### config.mk
export PLATFORM = sky130hd
export DESIGN_NAME = rb
export DESIGN_NICKNAME = d
export VERILOG_FILES = /design/src/rtl/mycpu_pkg.sv /design/src/rtl/rb.sv
export SDC_FILE = /design/constraint.sdc
export NUM_CORES = 1
export LEC_CHECK = 0
export CORE_MARGIN = 2
export CORE_UTILIZATION = 35
export CTS_BUF_LIST = sky130_fd_sc_hd__clkbuf_8
export DETAILED_ROUTE_END_ITERATION = 10
export MAX_ROUTING_LAYER = met4
export SYNTH_ARGS = -nofsm -noshare
export SYNTH_HDL_FRONTEND = slang
export SYNTH_SLANG_ARGS = --single-unit
### constraint.sdc
create_clock -name clk -period 2.8 [get_ports clk]
set_clock_uncertainty 0.1 [all_clocks]
set_input_delay 0.56 -clock clk [delete_from_list [all_inputs] [get_ports clk]]
set_output_delay 0.56 -clock clk [all_outputs]
set_load 0.05 [all_outputs]
### src/rtl/mycpu_pkg.sv
// Shared CPU-wide constants for the register bank.
// Holds the data width, register address width, nominal clock period and
// the bit positions of the three address fields packed into rs_in.
package mycpu_pkg;

  localparam int DATAW      = 16;
  localparam int RBAW       = 4;
  localparam int CLK_PERIOD = 10;

  // rs_in layout: {write address, port-A address, port-B address}
  localparam int WADDR_MSB = 3 * RBAW - 1;
  localparam int WADDR_LSB = 2 * RBAW;
  localparam int AADDR_MSB = 2 * RBAW - 1;
  localparam int AADDR_LSB = RBAW;
  localparam int BADDR_MSB = RBAW - 1;
  localparam int BADDR_LSB = 0;

endpackage

### src/rtl/rb.sv
// rb -- general register bank, 2**RBAW registers of DATAW bits.
// One synchronous write port, two combinational read ports.
//
// Ports:
//   clk    : clock, all state updates on the rising edge
//   rst_n  : synchronous reset, active-high (1 = clear every register)
//   d_in   : write data
//   rw_in  : write enable (1 = write d_in to the write address)
//   rs_in  : {write addr, port-A read addr, port-B read addr}
//   a_out  : port-A read data
//   b_out  : port-B read data
//
// Build option:
//   RB_WRITE_BYPASS_EN : when defined, a read of the register being written
//                        in the same cycle returns d_in instead of the
//                        stored (old) value.
module rb
  import mycpu_pkg::*;
#(
  parameter int DATAW = mycpu_pkg::DATAW,
  parameter int RBAW  = mycpu_pkg::RBAW
) (
  input  logic                  clk,
  input  logic                  rst_n,
  input  logic [DATAW-1:0]      d_in,
  input  logic                  rw_in,
  input  logic [3*RBAW-1:0]     rs_in,
  output logic [DATAW-1:0]      a_out,
  output logic [DATAW-1:0]      b_out
);

  localparam int NREGS = 2 ** RBAW;

  logic [DATAW-1:0] regs [NREGS];

  logic [RBAW-1:0] waddr;
  logic [RBAW-1:0] aaddr;
  logic [RBAW-1:0] baddr;

  assign waddr = rs_in[WADDR_MSB:WADDR_LSB];
  assign aaddr = rs_in[AADDR_MSB:AADDR_LSB];
  assign baddr = rs_in[BADDR_MSB:BADDR_LSB];

  // Storage: reset wins over a coincident write, so every register is
  // cleared (and therefore never X on readback once reset has been seen).
  always_ff @(posedge clk) begin
    if (rst_n) begin
      for (int i = 0; i < NREGS; i++) begin
        regs[i] <= '0;
      end
    end else if (rw_in) begin
      regs[waddr] <= d_in;
    end
  end

  // Read multiplexers: zero-latency from the select inputs.
`ifdef RB_WRITE_BYPASS_EN
  always_comb begin
    a_out = regs[aaddr];
    b_out = regs[baddr];
    if (rw_in && (aaddr == waddr)) begin
      a_out = d_in;
    end
    if (rw_in && (baddr == waddr)) begin
      b_out = d_in;
    end
  end
`else
  assign a_out = regs[aaddr];
  assign b_out = regs[baddr];
`endif

endmodule

==> reports/qor.csv <==
metric,value,unit
dp.cells,1446,
fin_crit,2.776,ns
synthCells,859,
finalSetupViolations,0,
p_sw,2.577,mW
synth_most_common_cell,edfxtp_1,
max_freq,360.2,MHz
rows,71,
ys_top_cells_by_area,"edfxtp_1 57%, mux4_2 21%, and2_1 11%, a22oi_1 3.6%, clkbuf_1 1.5%",
cts_sinks,256,
endpoint,a_out[6],
arrival,2.12,ns
max-vdd-ir-drop,0.3122,mV
worst-slew-pin-transition,0.7024,ns
initial_utilization,35.61,%
antenna_found_initial,0,
nets,1041,
area_growth,27.39,%
maxCapViolations,0,
detail-route-antenna-nets,0,
route.detailed.drc,0,
cts_buffers,46,
power_density,551.2,mW/mm²
p_leak,6.061,nW
cts_tree,yes,
ys_seq_area_share,57.31,%
num_vias,8442,
synthesis.area,0.01341,mm²
die_h,199.8,µm
synth_edf_count,256,
hold_violations,0,
routedWlPerCell,24.95,µm
cts_max_level,2,
comb_power_share,18.9,%
largest_reg_flops,256,
drv_slew,0,
outcome,completed,
worstSetupPathType,in -> out,
final_area,0.01709,mm²
dr.first_iter.drc_count,677,
pre_cts_slack,-0.09984,ns
timing.slew.headroom,53.03,%
placed_area,0.01580,mm²
core-area,0.03767,mm²
switching_share,27.36,%
instances_no_fill,1551,
netlist_top_cells_count,"256 x edfxtp_1, 242 x and2_1, 128 x mux4_2, 64 x a22oi_1, 55 x clkbuf_1",
startpoint_type,input port,
regMostFlops,regs,
avgSynthCellArea,15.62,µm²
grt_pass1_wl,57330,µm
wl,38690,µm
drive_gt1_share,41.44,%
cell_internal_pwr,6.842,mW
hold_class,in -> reg,
ioPinCount,63,
rsz0062_at_grt,yes,
yosys_warnings,0,
clock-root-buffer,clkbuf_8,
required,2.14,ns
die_area,0.03991,mm²
die_x,199.8,µm
synth_top_cell_by_area,edfxtp_1,
endpoint_kind,primary output,
dp_hpwl,25310,µm
reg.largest.list,regs x256,
post_drt_via_cell_ratio,5.443,
port-buffer-count,62,
critPathLaunch,rs_in[4],
path_clk_slew,0.05,ns
drtPass1Iterations,5,
synthFlopType,edfxtp_1,
setup_ws,0.02388,ns
synth_nets,890,
p_clk_share,32.8,%
power,9.419,mW
overflow,0,
path_max_fanout,8,
synthArstFlopShare,0,%
clock_path_buffers,3,
grt_pass1_vias,9048,
seqPwrFrac,48.3,%
ys_seq_elements,256,
n_antenna_cell,0,
gp_congestion,0.8085,
synth_top_area_share,57.31,%
grt.total_usage,20.56,%
fin_crit_sh,99.15,%
grt_max_degree,27,
synthDistinctLibCells,22,
cells by family (layout without fill, tap and decap cells):
family	after synthesis	count (layout)	synth area share (%)
buffers and inverters	76	257	2.285
and+or+nand+nor	335	335	15.33
muxes	128	128	21.49
DFF	256	256	57.31
AOI/OAI and AO/OA	64	64	3.582
per-layer routing:
metal	track usage, %	routed length, µm	vias to the layer above	part of all wire (%)
met5	-	0	-	0
met4	5.652	776	0	2.0
met3	3.108	2641	59	6.8
met2	32.73	18840	367	49
met1	27.69	16440	4384	42
li1	-	-	3632	-
power by group through the flow:
stage | Sequential, mW | Clock [mW] | Combinational (mW)
final | 4.55 | 3.09 | 1.78
after global routing | 4.57 | 3.30 | 1.86
after CTS | 4.55 | 3.14 | 1.73
after global placement | 4.61 | 0 | 1.68
after detailed placement | 4.62 | 0 | 1.68
after floorplan | 4.57 | 0 | 0.888
worst max-delay path, stage by stage:
cell and delay, ns:
buf_12 0.11, buf_12 0.14, buf_12 0.14, buf_6 0.09, mux4_2 0.49, a22oi_2 0.28
nand2_2 0.13, buf_12 0.16
layout make-up:
cell class,count,area (µm²)
Sequential cell,256,7687
Clock buffer,46,633.1
Timing Repair Buffer,179,2346
Clock inverter,32,142.6
Multi-Input combinational cell,527,5640
Tap cell,511,639.4
Fill cell,3372,20580
layout by cell type (no fill, tap or decap), types with 2 or more instances in the layout:
master             n
clkbuf_16          2
mux4_2           128
nand2_1           18
buf_6              5
clkdlybuf4s50_1   26
a22oi_2           35
buf_12            71
clkbuf_8          46
nor2_2             2
clkinvlp_4         2
nor2b_1            3
inv_1             15
buf_4             73
or2_2             16
and2_2            16
nor3_2             3
buf_2              2
nand4bb_2          2
edfxtp_1         256
and2_1           242
clkinv_2           8
a22oi_1           29
nand2b_1           2
nand2_2           15
clkinv_1           6
nor2_1            11
worst min-delay path by stage:
stage                               to  slack (ns)  depth (start not counted)         from
after floorplan             regs[0][0]        0.66                          1      d_in[0]
after CTS                 regs[14][13]        0.92                          2     d_in[13]
final                      regs[8][13]        0.94                          2     d_in[13]
after global placement       a_out[11]        1.33                          4  regs[7][11]
after detailed placement     a_out[11]        1.35                          4  regs[0][11]
after global routing       regs[8][13]        0.97                          2     d_in[13]
stage by stage:
stage | TNS, ns | util [%] | hold slack, ns
2_1_floorplan | 0 | - | 0.6582
3_3_place_gp | -0.8484 | 41.96 | 1.326
3_5_place_dp | -0.9329 | 41.96 | 1.354
4_1_cts | 0 | 44.56 | 0.9185
5_1_grt | -0.01511 | 45.37 | 0.9716
6_report | 0 | 45.37 | 0.9365
repair_timing:
action / 4_1_cts / 5_1_grt
gates cloned: 0 / 2
resized for setup: 30 / 32
pin swaps: 2 / 5
endpoints found under the setup margin: 26 / 29
endpoints found under the hold margin: 0 / 0
hold buffers: 0 / 0
setup buffers: 9 / 16
(Power assumes the default switching activity.)
